## src/rtl/drc_pkg.sv

```systemverilog
// rtl/drc_pkg.sv - shared DRC register map, bit positions, mode and capture-state encodings
package drc_pkg;

  // CSR word indices
  localparam logic [2:0] REG_CTRL     = 3'd0;
  localparam logic [2:0] REG_START    = 3'd1;
  localparam logic [2:0] REG_IMG_DIM  = 3'd2;
  localparam logic [2:0] REG_IRQ_MSK  = 3'd3;
  localparam logic [2:0] REG_IRQ_PEND = 3'd4;
  localparam logic [2:0] REG_STATUS   = 3'd5;

  // CTRL fields
  localparam int CTRL_EN_BIT   = 0;
  localparam int CTRL_MODE_LSB = 1;

  // IRQ_MSK / IRQ_PEND bit positions
  localparam int PEND_COMP_BIT = 0;
  localparam int PEND_ERR_BIT  = 1;
  localparam int PEND_OVF_BIT  = 2;

  // Capture modes, also decoded by the capture state machine
  typedef enum logic [1:0] {
    MODE_SLEEP  = 2'd0,
    MODE_SINGLE = 2'd1,
    MODE_STREAM = 2'd2
  } drc_mode_e;

  // Capture state machine encodings
  typedef enum logic [2:0] {
    ST_SLEEP    = 3'd0,
    ST_IDLE     = 3'd1,
    ST_ALIGN    = 3'd2,
    ST_CAPTURE  = 3'd3,
    ST_ERR_CORR = 3'd4
  } drc_state_e;

  // Dimensions may only change while no frame is in flight
  function automatic logic is_quiescent(input logic [2:0] st);
    return (st == ST_SLEEP) || (st == ST_IDLE);
  endfunction

endpackage

```

## src/rtl/drc_csr_ctrl_if.sv

```systemverilog
// rtl/drc_csr_ctrl_if.sv - valid/ready CSR request/response port
interface drc_csr_ctrl_if;
  logic        csr_req_vld;
  logic        csr_req_rdy;
  logic        csr_req_wr;
  logic [2:0]  csr_req_addr;
  logic [31:0] csr_req_wdat;
  logic        csr_rsp_vld;
  logic        csr_rsp_rdy;
  logic [31:0] csr_rsp_dat;
  logic        csr_rsp_err;

  modport master (
    output csr_req_vld, csr_req_wr, csr_req_addr, csr_req_wdat, csr_rsp_rdy,
    input  csr_req_rdy, csr_rsp_vld, csr_rsp_dat, csr_rsp_err
  );

  modport slave (
    input  csr_req_vld, csr_req_wr, csr_req_addr, csr_req_wdat, csr_rsp_rdy,
    output csr_req_rdy, csr_rsp_vld, csr_rsp_dat, csr_rsp_err
  );
endinterface

```

## src/rtl/drc_start_queue.sv

```systemverilog
// rtl/drc_start_queue.sv - bounded software start-request occupancy counter
module drc_start_queue #(
  parameter int DEPTH = 4,
  parameter int LVL_W = $clog2(DEPTH + 1)
) (
  input  logic             clk,
  input  logic             rst_n,
  input  logic             push_i,
  input  logic             pop_i,
  input  logic             flush_i,
  output logic [LVL_W-1:0] lvl_o,
  output logic             start_o,
  output logic             ovf_o
);

  logic [LVL_W-1:0] lvl_q, lvl_d;
  logic             full, empty, push_ok, pop_ok;

  assign full    = (lvl_q == LVL_W'(DEPTH));
  assign empty   = (lvl_q == '0);
  // a pop in the same cycle frees the slot a full-queue push needs
  assign push_ok = push_i & (~full | pop_i);
  assign pop_ok  = pop_i & ~empty;
  assign ovf_o   = push_i & full & ~pop_i;

  // next occupancy: flush wins, otherwise net of accepted push/pop
  always_comb begin
    lvl_d = lvl_q;
    if (flush_i) begin
      lvl_d = '0;
    end else if (push_ok && !pop_ok) begin
      lvl_d = lvl_q + LVL_W'(1);
    end else if (pop_ok && !push_ok) begin
      lvl_d = lvl_q - LVL_W'(1);
    end
  end

  // occupancy register
  always_ff @(posedge clk or negedge rst_n) begin
    if (!rst_n) lvl_q <= '0;
    else        lvl_q <= lvl_d;
  end

  assign lvl_o   = lvl_q;
  assign start_o = ~empty;

endmodule

```

## src/rtl/drc_csr_ctrl.sv

```systemverilog
// rtl/drc_csr_ctrl.sv - DRC CSR block: control, start queue, dimension shadow, sticky IRQs
module drc_csr_ctrl
  import drc_pkg::*;
#(
  parameter int IMG_DIM_MAX   = 640,
  parameter int IMG_DIM_W     = $clog2(IMG_DIM_MAX),
  parameter int IMG_W_RST     = 640,
  parameter int IMG_H_RST     = 480,
  parameter int START_Q_DEPTH = 4,
  parameter int START_Q_W     = $clog2(START_Q_DEPTH + 1)
) (
  input  logic                   clk,
  input  logic                   rst_n,
  drc_csr_ctrl_if.slave          csr,
  output logic                   cam_rx_en_o,
  output logic [1:0]             cam_rx_mode_o,
  output logic                   cam_rx_start_o,
  input  logic                   cam_rx_start_qed_i,
  input  logic [2:0]             cam_rx_state_i,
  input  logic [2*IMG_DIM_W-1:0] cam_rx_len_i,
  output logic [IMG_DIM_W-1:0]   img_width_o,
  output logic [IMG_DIM_W-1:0]   img_height_o,
  output logic                   irq_msk_frm_comp_o,
  output logic                   irq_msk_frm_err_o,
  input  logic                   irq_frm_comp_i,
  input  logic                   irq_frm_err_i,
  output logic                   irq_o
);

  logic                 rsp_vld_q, rsp_vld_d, rsp_err_q, rsp_err_d;
  logic [31:0]          rsp_dat_q, rsp_dat_d, rd_dat;
  logic                 en_q, en_d;
  logic [1:0]           mode_q, mode_d;
  logic [IMG_DIM_W-1:0] width_q, width_d, height_q, height_d;
  logic [IMG_DIM_W-1:0] shw_q, shw_d, shh_q, shh_d;
  logic                 dim_pend_q, dim_pend_d;
  logic [1:0]           msk_q, msk_d;
  logic [2:0]           pend_q, pend_d, w1c;
  logic                 irq_q, irq_d;
  logic                 req_acc, wr_acc, q_push, q_flush, q_ovf;
  logic [START_Q_W-1:0] q_lvl;
  logic                 unused_wdat;

  assign csr.csr_req_rdy = ~rsp_vld_q | csr.csr_rsp_rdy;
  assign req_acc = csr.csr_req_vld & csr.csr_req_rdy;
  assign wr_acc  = req_acc & csr.csr_req_wr;
  assign q_push  = wr_acc & (csr.csr_req_addr == REG_START);
  assign q_flush = wr_acc & (csr.csr_req_addr == REG_CTRL) & ~csr.csr_req_wdat[CTRL_EN_BIT];
  assign unused_wdat = ^csr.csr_req_wdat;

  drc_start_queue #(.DEPTH(START_Q_DEPTH), .LVL_W(START_Q_W)) u_start_q (
    .clk     (clk),
    .rst_n   (rst_n),
    .push_i  (q_push),
    .pop_i   (cam_rx_start_qed_i),
    .flush_i (q_flush),
    .lvl_o   (q_lvl),
    .start_o (cam_rx_start_o),
    .ovf_o   (q_ovf)
  );

  // read-data mux; STATUS captures the live pixel count at the read
  always_comb begin
    rd_dat = '0;
    case (csr.csr_req_addr)
      REG_CTRL: begin
        rd_dat[CTRL_EN_BIT]                 = en_q;
        rd_dat[CTRL_MODE_LSB +: 2]          = mode_q;
      end
      REG_START:    rd_dat[START_Q_W-1:0]   = q_lvl;
      REG_IMG_DIM: begin
        rd_dat[IMG_DIM_W-1:0]               = shw_q;
        rd_dat[16 +: IMG_DIM_W]             = shh_q;
      end
      REG_IRQ_MSK:  rd_dat[1:0]             = msk_q;
      REG_IRQ_PEND: rd_dat[2:0]             = pend_q;
      REG_STATUS: begin
        rd_dat[2:0]                         = cam_rx_state_i;
        rd_dat[3]                           = dim_pend_q;
        rd_dat[4 +: 2*IMG_DIM_W]            = cam_rx_len_i;
      end
      default:      rd_dat                  = '0;
    endcase
  end

  // next-state for the response slot, register writes, shadow copy and sticky IRQs
  always_comb begin
    rsp_vld_d  = rsp_vld_q;
    rsp_dat_d  = rsp_dat_q;
    rsp_err_d  = rsp_err_q;
    en_d       = en_q;
    mode_d     = mode_q;
    width_d    = width_q;
    height_d   = height_q;
    shw_d      = shw_q;
    shh_d      = shh_q;
    dim_pend_d = dim_pend_q;
    msk_d      = msk_q;
    w1c        = '0;

    if (req_acc) begin
      rsp_vld_d = 1'b1;
      rsp_dat_d = csr.csr_req_wr ? 32'd0 : rd_dat;
      rsp_err_d = (csr.csr_req_addr > REG_STATUS);
    end else if (csr.csr_rsp_rdy) begin
      rsp_vld_d = 1'b0;
    end

    // an old pending shadow lands first; a write this cycle re-arms it
    if (dim_pend_q && is_quiescent(cam_rx_state_i)) begin
      width_d    = shw_q;
      height_d   = shh_q;
      dim_pend_d = 1'b0;
    end

    if (wr_acc) begin
      case (csr.csr_req_addr)
        REG_CTRL: begin
          en_d   = csr.csr_req_wdat[CTRL_EN_BIT];
          mode_d = csr.csr_req_wdat[CTRL_MODE_LSB +: 2];
        end
        REG_IMG_DIM: begin
          shw_d      = csr.csr_req_wdat[IMG_DIM_W-1:0];
          shh_d      = csr.csr_req_wdat[16 +: IMG_DIM_W];
          dim_pend_d = 1'b1;
        end
        REG_IRQ_MSK:  msk_d = csr.csr_req_wdat[1:0];
        REG_IRQ_PEND: w1c   = csr.csr_req_wdat[2:0];
        default: ;
      endcase
    end

    // set beats clear when both hit the same bit
    pend_d = (pend_q & ~w1c) | {q_ovf, irq_frm_err_i, irq_frm_comp_i};
    irq_d  = |(pend_d[PEND_ERR_BIT:PEND_COMP_BIT] & msk_d) | pend_d[PEND_OVF_BIT];
  end

  // state registers
  always_ff @(posedge clk or negedge rst_n) begin
    if (!rst_n) begin
      rsp_vld_q  <= 1'b0;
      rsp_dat_q  <= '0;
      rsp_err_q  <= 1'b0;
      en_q       <= 1'b0;
      mode_q     <= MODE_SLEEP;
      width_q    <= IMG_DIM_W'(IMG_W_RST);
      height_q   <= IMG_DIM_W'(IMG_H_RST);
      shw_q      <= IMG_DIM_W'(IMG_W_RST);
      shh_q      <= IMG_DIM_W'(IMG_H_RST);
      dim_pend_q <= 1'b0;
      msk_q      <= '0;
      pend_q     <= '0;
      irq_q      <= 1'b0;
    end else begin
      rsp_vld_q  <= rsp_vld_d;
      rsp_dat_q  <= rsp_dat_d;
      rsp_err_q  <= rsp_err_d;
      en_q       <= en_d;
      mode_q     <= mode_d;
      width_q    <= width_d;
      height_q   <= height_d;
      shw_q      <= shw_d;
      shh_q      <= shh_d;
      dim_pend_q <= dim_pend_d;
      msk_q      <= msk_d;
      pend_q     <= pend_d;
      irq_q      <= irq_d;
    end
  end

  assign csr.csr_rsp_vld    = rsp_vld_q;
  assign csr.csr_rsp_dat    = rsp_dat_q;
  assign csr.csr_rsp_err    = rsp_err_q;
  assign cam_rx_en_o        = en_q;
  assign cam_rx_mode_o      = mode_q;
  assign img_width_o        = width_q;
  assign img_height_o       = height_q;
  assign irq_msk_frm_comp_o = msk_q[PEND_COMP_BIT];
  assign irq_msk_frm_err_o  = msk_q[PEND_ERR_BIT];
  assign irq_o              = irq_q;

endmodule
```

## src/flat_wrapper.sv

```systemverilog
// flat-port wrapper written by rule: the top's interface ports become plain ports
module drc_csr_ctrl_flat import drc_pkg::*;
#(
  parameter int IMG_DIM_MAX   = 640,
  parameter int IMG_DIM_W     = $clog2(IMG_DIM_MAX),
  parameter int IMG_W_RST     = 640,
  parameter int IMG_H_RST     = 480,
  parameter int START_Q_DEPTH = 4,
  parameter int START_Q_W     = $clog2(START_Q_DEPTH + 1)
)
  (clk, rst_n, cam_rx_en_o, cam_rx_mode_o, cam_rx_start_o, cam_rx_start_qed_i, cam_rx_state_i, cam_rx_len_i, img_width_o, img_height_o, irq_msk_frm_comp_o, irq_msk_frm_err_o, irq_frm_comp_i, irq_frm_err_i, irq_o, csr_csr_req_vld, csr_csr_req_wr, csr_csr_req_addr, csr_csr_req_wdat, csr_csr_rsp_rdy, csr_csr_req_rdy, csr_csr_rsp_vld, csr_csr_rsp_dat, csr_csr_rsp_err);
  drc_csr_ctrl_if csr_i ();
  input  logic clk;
  input  logic rst_n;
  output logic cam_rx_en_o;
  output logic [1:0] cam_rx_mode_o;
  output logic cam_rx_start_o;
  input  logic cam_rx_start_qed_i;
  input  logic [2:0] cam_rx_state_i;
  input  logic [2*IMG_DIM_W-1:0] cam_rx_len_i;
  output logic [IMG_DIM_W-1:0] img_width_o;
  output logic [IMG_DIM_W-1:0] img_height_o;
  output logic irq_msk_frm_comp_o;
  output logic irq_msk_frm_err_o;
  input  logic irq_frm_comp_i;
  input  logic irq_frm_err_i;
  output logic irq_o;
  input wire logic [$bits(csr_i.csr_req_vld)-1:0] csr_csr_req_vld;
  input wire logic [$bits(csr_i.csr_req_wr)-1:0] csr_csr_req_wr;
  input wire logic [$bits(csr_i.csr_req_addr)-1:0] csr_csr_req_addr;
  input wire logic [$bits(csr_i.csr_req_wdat)-1:0] csr_csr_req_wdat;
  input wire logic [$bits(csr_i.csr_rsp_rdy)-1:0] csr_csr_rsp_rdy;
  output wire logic [$bits(csr_i.csr_req_rdy)-1:0] csr_csr_req_rdy;
  output wire logic [$bits(csr_i.csr_rsp_vld)-1:0] csr_csr_rsp_vld;
  output wire logic [$bits(csr_i.csr_rsp_dat)-1:0] csr_csr_rsp_dat;
  output wire logic [$bits(csr_i.csr_rsp_err)-1:0] csr_csr_rsp_err;
  assign csr_i.csr_req_vld = csr_csr_req_vld;
  assign csr_i.csr_req_wr = csr_csr_req_wr;
  assign csr_i.csr_req_addr = csr_csr_req_addr;
  assign csr_i.csr_req_wdat = csr_csr_req_wdat;
  assign csr_i.csr_rsp_rdy = csr_csr_rsp_rdy;
  assign csr_csr_req_rdy = csr_i.csr_req_rdy;
  assign csr_csr_rsp_vld = csr_i.csr_rsp_vld;
  assign csr_csr_rsp_dat = csr_i.csr_rsp_dat;
  assign csr_csr_rsp_err = csr_i.csr_rsp_err;
  drc_csr_ctrl #(.IMG_DIM_MAX(IMG_DIM_MAX), .IMG_DIM_W(IMG_DIM_W), .IMG_W_RST(IMG_W_RST), .IMG_H_RST(IMG_H_RST), .START_Q_DEPTH(START_Q_DEPTH), .START_Q_W(START_Q_W)) u_core (.clk(clk), .rst_n(rst_n), .csr(csr_i), .cam_rx_en_o(cam_rx_en_o), .cam_rx_mode_o(cam_rx_mode_o), .cam_rx_start_o(cam_rx_start_o), .cam_rx_start_qed_i(cam_rx_start_qed_i), .cam_rx_state_i(cam_rx_state_i), .cam_rx_len_i(cam_rx_len_i), .img_width_o(img_width_o), .img_height_o(img_height_o), .irq_msk_frm_comp_o(irq_msk_frm_comp_o), .irq_msk_frm_err_o(irq_msk_frm_err_o), .irq_frm_comp_i(irq_frm_comp_i), .irq_frm_err_i(irq_frm_err_i), .irq_o(irq_o));
endmodule
```

## config.mk

```make
export PLATFORM = sky130hd
export DESIGN_NAME = drc_csr_ctrl_flat
export DESIGN_NICKNAME = d
export VERILOG_FILES = /design/src/rtl/drc_pkg.sv /design/src/rtl/drc_csr_ctrl_if.sv /design/src/rtl/drc_start_queue.sv /design/src/rtl/drc_csr_ctrl.sv /design/src/flat_wrapper.sv
export SDC_FILE = /design/constraint.sdc
export NUM_CORES = 1
export LEC_CHECK = 0
export CAP_MARGIN = 15
export CELL_PAD_IN_SITES_DETAIL_PLACEMENT = 0
export CELL_PAD_IN_SITES_GLOBAL_PLACEMENT = 1
export CORE_ASPECT_RATIO = 1.5
export CORE_MARGIN = 1
export CORE_UTILIZATION = 37
export CTS_CLUSTER_DIAMETER = 120
export DETAILED_ROUTE_END_ITERATION = 12
export GPL_TIMING_DRIVEN = 0
export PLACE_DENSITY_LB_ADDON = 0.15
export SYNTH_ARGS = -nofsm -noshare
export SYNTH_HDL_FRONTEND = slang
export SYNTH_SLANG_ARGS = --single-unit
```

## constraint.sdc

```tcl
create_clock -name clk -period 3.2 [get_ports clk]
set_clock_uncertainty 0.15 [all_clocks]
set_input_delay 0.64 -clock clk [delete_from_list [all_inputs] [get_ports clk]]
set_output_delay 0.64 -clock clk [all_outputs]
set_load 0.005 [all_outputs]
```

Word level (Yosys, flattened, before mapping). Cells that the tools add are included.

Register bits after elaboration: 87.

Add/sub/neg operators: 2. Magnitude comparators: 1. Eq/ne operators: 7. Mux-type cells: 19. Bitwise operators: 21. Reduce and logical (&&, ||, !) cells: 14.

Operators by type and width (number): $mux W26 (1); $pmux W8 S2 (1); $mux W3 (5); $pmux W7 S2 (1); $pmux W2 S6 (1); $and A1 B1 Y1 (9); $eq A3 B3 Y1 const B (3); $logic_not A3 Y1 (3); $eq A3 B1 Y1 const B (2); $eq A3 B2 Y1 const B (2); $mux W2 (3); $mux W6 (1); $mux W1 (5); $not A1 Y1 (5); $pmux W1 S5 (1); $reduce_and A2 Y1 (2); $add A3 B1 Y3 const B (1); $and A3 B3 Y3 (1); $gt A3 B3 Y1 const B (1); $logic_and A1 B1 Y1 (3); $not A3 Y3 (1); $or A1 B1 Y1 (3); $or A3 B3 Y3 (1); $reduce_bool A3 Y1 (1); 6 further kinds (7).

Longest topological paths before layout.
Word-level depth: 11. Depth in mapped cells: 12. Gate-level depth less buffers: 11.

Cells and area by module. From an unflattened synthesis, not the netlist that was laid out.

Cell total of the unflattened synthesis: 271. Area, all modules: 3542.1 sq um.

By module, submodules not included: drc_csr_ctrl (instances 1, cells an instance 241, area an instance 3276.9 sq um); drc_start_queue (instances 1, cells an instance 30, area an instance 265.3 sq um).

Worst setup path after synthesis. Ideal clock, no wire load.

Kind: input-to-reg. From: input csr_csr_rsp_rdy. To: register u_core.u_start_q.lvl_q[2], in the netlist u_core.u_start_q.lvl_o[2]. Setup time: 0.126 ns. Arrival time: 2.194 ns. Setup slack: 0.730 ns. Stages: 12. Path buffers: 1. Cell sequence: nand2b_4 -> buf_6 -> and4_1 -> nand2_1 -> nor2_1 -> ha_1 -> inv_1 -> fa_1 -> xor2_1 -> nor2_1 -> xnor2_1 -> nor2_1.

Word-level cells in the longest chain between the ends: 8. Elaborated cells between the ends (all ways): 13. Classes of those cells: mux (2); bitwise (7); reduce/logical (4).

Ends and longest elaborated chain: start: declaration (RTL line flat_wrapper.sv:32) `input wire logic [$bits(csr_i.csr_rsp_rdy)-1:0] csr_csr_rsp_rdy;`; $or A1 B1 Y1 (*) (RTL line drc_csr_ctrl.sv:44) `assign csr.csr_req_rdy = ~rsp_vld_q | csr.csr_rsp_rdy;`; named net csr_csr_req_rdy (RTL line flat_wrapper.sv:33) `output wire logic [$bits(csr_i.csr_req_rdy)-1:0] csr_csr_req_rdy;`; $and A1 B1 Y1 (*) (RTL line drc_csr_ctrl.sv:45) `assign req_acc = csr.csr_req_vld & csr.csr_req_rdy;`; $and A1 B1 Y1 (*) (RTL line drc_csr_ctrl.sv:46) `assign wr_acc = req_acc & csr.csr_req_wr;`; $and A1 B1 Y1 (RTL line drc_csr_ctrl.sv:47) `assign q_push = wr_acc & (csr.csr_req_addr == REG_START);`; $and A1 B1 Y1 (RTL line drc_start_queue.sv:22) `assign push_ok = push_i & (~full | pop_i);`; $logic_and A1 B1 Y1 / $logic_not A1 Y1 (equally long branches) (RTL line drc_start_queue.sv:31, drc_start_queue.sv:33); $mux W3 / $logic_and A1 B1 Y1 (equally long branches) (RTL line drc_start_queue.sv:31, drc_start_queue.sv:33); $mux W3 / $reduce_bool A3 Y1 (equally long branches); end signal: assignment (RTL line drc_start_queue.sv:41) `else lvl_q <= lvl_d;`; end: declaration (RTL line drc_start_queue.sv:16) `logic [LVL_W-1:0] lvl_q, lvl_d;`.

The timed path passes the listed nets; every way through them passes the cells marked *. A chain may end at the register's enable or synchronous reset.

Final worst setup path.
From: input csr_csr_req_addr[0]. To: register u_core.u_start_q.lvl_q[2], in the netlist u_core.u_start_q.lvl_o[2].

Word-level cells in the longest chain between the ends: 6. Elaborated cells between the ends (all ways): 12. Classes of those cells: eq/ne (1); mux (2); bitwise (4); reduce/logical (5).

Ends and longest elaborated chain: start: declaration (RTL line flat_wrapper.sv:30) `input wire logic [$bits(csr_i.csr_req_addr)-1:0] csr_csr_req_addr;`; $eq A3 B1 Y1 (RTL line drc_csr_ctrl.sv:47); $and A1 B1 Y1 (RTL line drc_csr_ctrl.sv:47); $and A1 B1 Y1 (RTL line drc_start_queue.sv:22); $logic_and A1 B1 Y1 / $logic_not A1 Y1 (equally long branches) (RTL line drc_start_queue.sv:31, drc_start_queue.sv:33); $mux W3 / $logic_and A1 B1 Y1 (equally long branches) (RTL line drc_start_queue.sv:31, drc_start_queue.sv:33); $mux W3 / $reduce_bool A3 Y1 (equally long branches).

Parallel ways exist; a longest one is shown, timed or not.

==> metrics.txt <==
# TYPE chip_impl_metric gauge
chip_impl_info{name="status",value="finished clean"} 1
chip_impl_metric{name="vdd_drop_max",unit="mV"} 0.396
chip_impl_metric{name="die_height",unit="um"} 121
chip_impl_metric{name="synth_enable_flop_cells",unit=""} 0
chip_impl_metric{name="min_period",unit="ps"} 2840
chip_impl_metric{name="start_util",unit="%"} 37.8
chip_impl_metric{name="grt_first_pass_wirelength",unit="mm"} 13.5
chip_impl_metric{name="grt_max_degree",unit=""} 49
chip_impl_metric{name="cts_htree_levels",unit=""} 3
chip_impl_info{name="endpoint_kind",value="flop"} 1
chip_impl_info{name="timing.setup.critical_path_class",value="input pin to flop"} 1
chip_impl_info{name="tritoncts",value="yes"} 1
chip_impl_metric{name="post_route_cells_drive_above_1_share",unit="%"} 24.4
chip_impl_metric{name="die-area",unit="sq um"} 9790
chip_impl_metric{name="finalWeightedCongestion",unit=""} 0.814
chip_impl_metric{name="cts_hold_buffers",unit=""} 0
chip_impl_metric{name="switching_power",unit="uW"} 734
chip_impl_metric{name="via_count",unit=""} 2532
chip_impl_metric{name="slew_viol_final",unit=""} 0
chip_impl_metric{name="numCtsBuffers",unit=""} 9
chip_impl_metric{name="timing.critical_path.fanout_max",unit=""} 10
chip_impl_metric{name="synth-seq-cells",unit=""} 81
chip_impl_metric{name="min_period_over_period",unit="%"} 88.7
chip_impl_metric{name="netlist_area",unit="sq um"} 3470
chip_impl_metric{name="dp_hpwl",unit="mm"} 6.24
chip_impl_metric{name="wire_per_inst",unit="um"} 17.4
chip_impl_metric{name="cts.repair_timing.setup_buffer_count",unit=""} 0
chip_impl_info{name="highest_count_cells_in_the_layout_ignoring_fill_and_taps",value="clkdlybuf4s50_1, dfrtp_1, mux2_2"} 1
chip_impl_info{name="worst_path_max_delay_cell",value="clkdlybuf4s50_1"} 1
chip_impl_metric{name="numPlacedInstances",unit=""} 481
chip_impl_metric{name="clock_sink_count",unit=""} 81
chip_impl_metric{name="core_area",unit="sq um"} 9200
chip_impl_metric{name="diodes_inserted",unit=""} 0
chip_impl_metric{name="report.final.hold_viol_count",unit=""} 0
chip_impl_info{name="rsz0062_at_grt",value="false"} 1
chip_impl_metric{name="worstPathRequired",unit="ps"} 3250
chip_impl_metric{name="grt-ovfl-total",unit=""} 0
chip_impl_metric{name="antenna_found_initial",unit=""} 0
chip_impl_metric{name="p_leak",unit="uW"} 0.00233
chip_impl_metric{name="p_sw_share",unit="%"} 24.8
chip_impl_metric{name="slew_headroom",unit="%"} 61.5
chip_impl_metric{name="postSynth.asyncResetShare",unit="%"} 100
chip_impl_metric{name="drc",unit=""} 0
chip_impl_info{name="worstReg2RegEnd",value="u_core.u_start_q.lvl_o[2]"} 1
chip_impl_info{name="grt_most_used_layer",value="met2"} 1
chip_impl_metric{name="finalNonFillerCells",unit=""} 497
chip_impl_metric{name="clock_power_share",unit="%"} 32.1
chip_impl_info{name="cts_root_buf",value="clkbuf_16"} 1
chip_impl_metric{name="clk_transition_reported_paths",unit="ps"} 60
chip_impl_metric{name="placement.setup.worst_slack",unit="ps"} 24.4
chip_impl_metric{name="grt.met2_usage",unit="%"} 33.5
chip_impl_metric{name="portBuffers",unit=""} 108
chip_impl_metric{name="num-fill-cells",unit=""} 811
chip_impl_metric{name="io_pins",unit=""} 128
chip_impl_metric{name="die_w",unit="um"} 81.1
chip_impl_metric{name="comb_power_share",unit="%"} 21.6
chip_impl_metric{name="drt_pre_antenna_iters",unit=""} 4
chip_impl_metric{name="drt.antenna.violating_nets",unit=""} 0
chip_impl_metric{name="setup_viol",unit=""} 0
chip_impl_metric{name="slew_at_the_pin_closest_to_its_max_slew_limit",unit="ps"} 578
chip_impl_metric{name="internal_power",unit="uW"} 2220
chip_impl_metric{name="setup_slack",unit="ps"} 363
chip_impl_info{name="synth_top_flop_cell",value="dfrtp_1"} 1
chip_impl_metric{name="worst_r2r_path_depth",unit=""} 12
chip_impl_metric{name="whs",unit="ps"} 114
chip_impl_metric{name="post_drt_via_cell_ratio",unit=""} 5.09
chip_impl_info{name="leading_cell_type_in_the_layout_fill_and_taps_excluded",value="clkdlybuf4s50_1"} 1
chip_impl_info{name="worstHoldPathType",value="input pin to asynchronous set/reset pin"} 1
chip_impl_info{name="critical_path.cell_chain",value="clkdlybuf4s50_1 -> buf_6 -> and4_1 -> nand2_1 -> nor2_1 -> ha_1 -> inv_1 -> fa_1 -> xor2_1 -> nor2_1 -> xnor2_1 -> nor2_1"} 1
chip_impl_metric{name="grt_pass1_vias",unit=""} 2615
chip_impl_metric{name="nets",unit=""} 448
chip_impl_metric{name="rrSetupSlack",unit="ps"} 850
chip_impl_info{name="path_common_cell",value="nor2_1"} 1
chip_impl_metric{name="yosys.cell_types.count",unit=""} 39
chip_impl_metric{name="drt_wl_total",unit="mm"} 8.63
chip_impl_metric{name="longest_individual_stage_delay_on_the_worst_path",unit="ps"} 600
chip_impl_metric{name="cts_resized",unit=""} 0
chip_impl_metric{name="number_of_design_rule_violations_left_by_the_first_detailed_router_iteration",unit=""} 145
chip_impl_metric{name="area_overhead_of_the_layout_relative_to_synthesis",unit="%"} 44.4
chip_impl_metric{name="timing.fmax",unit="MHz"} 352
chip_impl_metric{name="power.sequential.fraction",unit="%"} 46.3
chip_impl_metric{name="clk-insertion-delay-late",unit="ps"} 330
chip_impl_metric{name="fp-row-count",unit=""} 43
chip_impl_metric{name="syn-instance-count",unit=""} 255
chip_impl_metric{name="grt_usage",unit="%"} 19.1
chip_impl_metric{name="met3_usage_grt",unit="%"} 4.08
chip_impl_metric{name="cp_data_arrival_time",unit="ps"} 2890
chip_impl_metric{name="synth_warnings",unit=""} 0
chip_impl_metric{name="postSynthAreaPerCell",unit="sq um"} 13.6
chip_impl_metric{name="met1_usage",unit="%"} 21.6
chip_impl_info{name="r2r-start",value="u_core.csr.csr_rsp_vld"} 1
chip_impl_metric{name="synth_sequential_area_ratio",unit="%"} 58.8
chip_impl_metric{name="max_cap_viol_count",unit=""} 0
chip_impl_info{name="crit_path_start_kind",value="input pin"} 1
chip_impl_metric{name="cts_max_path_buffers",unit=""} 2
chip_impl_metric{name="power.density",unit="nW/um^2"} 589
[registers in the layout, indices dropped and copies added, names as in the netlist]
name / flops
u_core.u_start_q.lvl_o: 3
u_core.csr.csr_rsp_dat: 26
u_core.shh_q: 10
u_core.cam_rx_en_o: 1
u_core.img_height_o: 10
u_core.shw_q: 10
u_core.csr.csr_rsp_vld: 1
u_core.csr.csr_rsp_err: 1
u_core.dim_pend_q: 1
u_core.img_width_o: 10
u_core.irq_o: 1
u_core.pend_q: 3
u_core.cam_rx_mode_o: 2
u_core.msk_q: 2
[synthesized netlist by cell type (all sizes together) (2+ instances only)]
cell | count | area (sq um)
dfrtp | 69 | 1730
mux2 | 46 | 522
buf | 19 | 123
inv | 18 | 67.6
a222oi | 15 | 150
dfstp | 12 | 315
a22o | 10 | 87.6
nand2 | 9 | 33.8
nor2 | 9 | 33.8
mux2i | 7 | 70.1
and4 | 4 | 35.0
nand4 | 4 | 25.0
o21ai | 4 | 20.0
clkbuf | 3 | 11.3
a21o | 2 | 15.0
and3b | 2 | 17.5
nand2b | 2 | 20.0
nor3b | 2 | 15.0
xor2 | 2 | 17.5
[metal layers]
metal / wire, um / up-vias
li1: - / 1171
met1: 3390 / 1279
met2: 4680 / 69
met3: 375 / 13
met4: 189 / 0
met5: 0 / -
[stage by stage]
stage / power [uW] / area [sq um] / util, % / setup TNS, ps
2_1_floorplan: 1640 / 3490 / - / 0
3_3_place_gp: 2010 / 4710 / 51.2 / -117140
3_5_place_dp: 2040 / 4740 / 51.5 / 0
4_1_cts: 3000 / 5020 / 54.5 / 0
5_1_grt: 3130 / 5020 / 54.5 / 0
6_report: 2960 / 5020 / 54.5 / 0
[power by group through the flow]
stage / clock network [uW] / registers [uW] / logic [uW]
2_1_floorplan: 0 / 1360 / 277
3_3_place_gp: 0 / 1380 / 633
3_5_place_dp: 0 / 1390 / 649
4_1_cts: 980 / 1370 / 653
5_1_grt: 1020 / 1400 / 705
6_report: 949 / 1370 / 640
[final cells by class]
| type | count | area (sq um) | area share, % |
|---|---|---|---|
| sequential | 81 | 2040 | 40.7 |
| multi-input combinational | 139 | 1250 | 24.9 |
| timing repair buffer | 109 | 1110 | 22.0 |
| clock buffer | 13 | 260 | 5.19 |
| tap | 112 | 140 | 2.79 |
| buffer | 22 | 134 | 2.67 |
| inverter | 18 | 67.6 | 1.35 |
| clock inverter | 3 | 17.5 | 0.349 |
[worst max-delay path, delay by kind of cell]
kind | cells | cell delay (ps)
adders and majority gates | 2 | 570
and+or+nand+nor | 5 | 530
buffers and inverters | 3 | 860
xor gates and xnor gates | 2 | 290
[worst max path at each step]
stage / startpoint / endpoint / slack (ps) / cells past startpoint
after floorplan: csr_csr_rsp_rdy / u_core.u_start_q.lvl_o[2] / 730 / 12
after global placement: rst_n / u_core.u_start_q.lvl_o[0] / -1600 / 1
after detailed placement: csr_csr_req_addr[0] / u_core.u_start_q.lvl_o[2] / 20 / 12
after CTS: csr_csr_req_addr[0] / u_core.u_start_q.lvl_o[2] / 370 / 12
after global routing: csr_csr_req_addr[0] / u_core.u_start_q.lvl_o[2] / 150 / 12
final: csr_csr_req_addr[0] / u_core.u_start_q.lvl_o[2] / 360 / 12
[cells by family (layout without fill, tap and decap cells)]
kind of cell    Yosys count  count (layout)  synth area share [%]
flops                    81              81                  58.8
mux                      54              54                  17.8
buf+inv                  40             165                  5.80
simple gates             38              38                  6.77
compound gates           36              36                  9.07
xor+xnor                  3               3                 0.756
fa+ha+maj                 2               2                 0.936
other cells               1               6                 0.108
No activity file was read; power rests on OpenSTA's default activity.
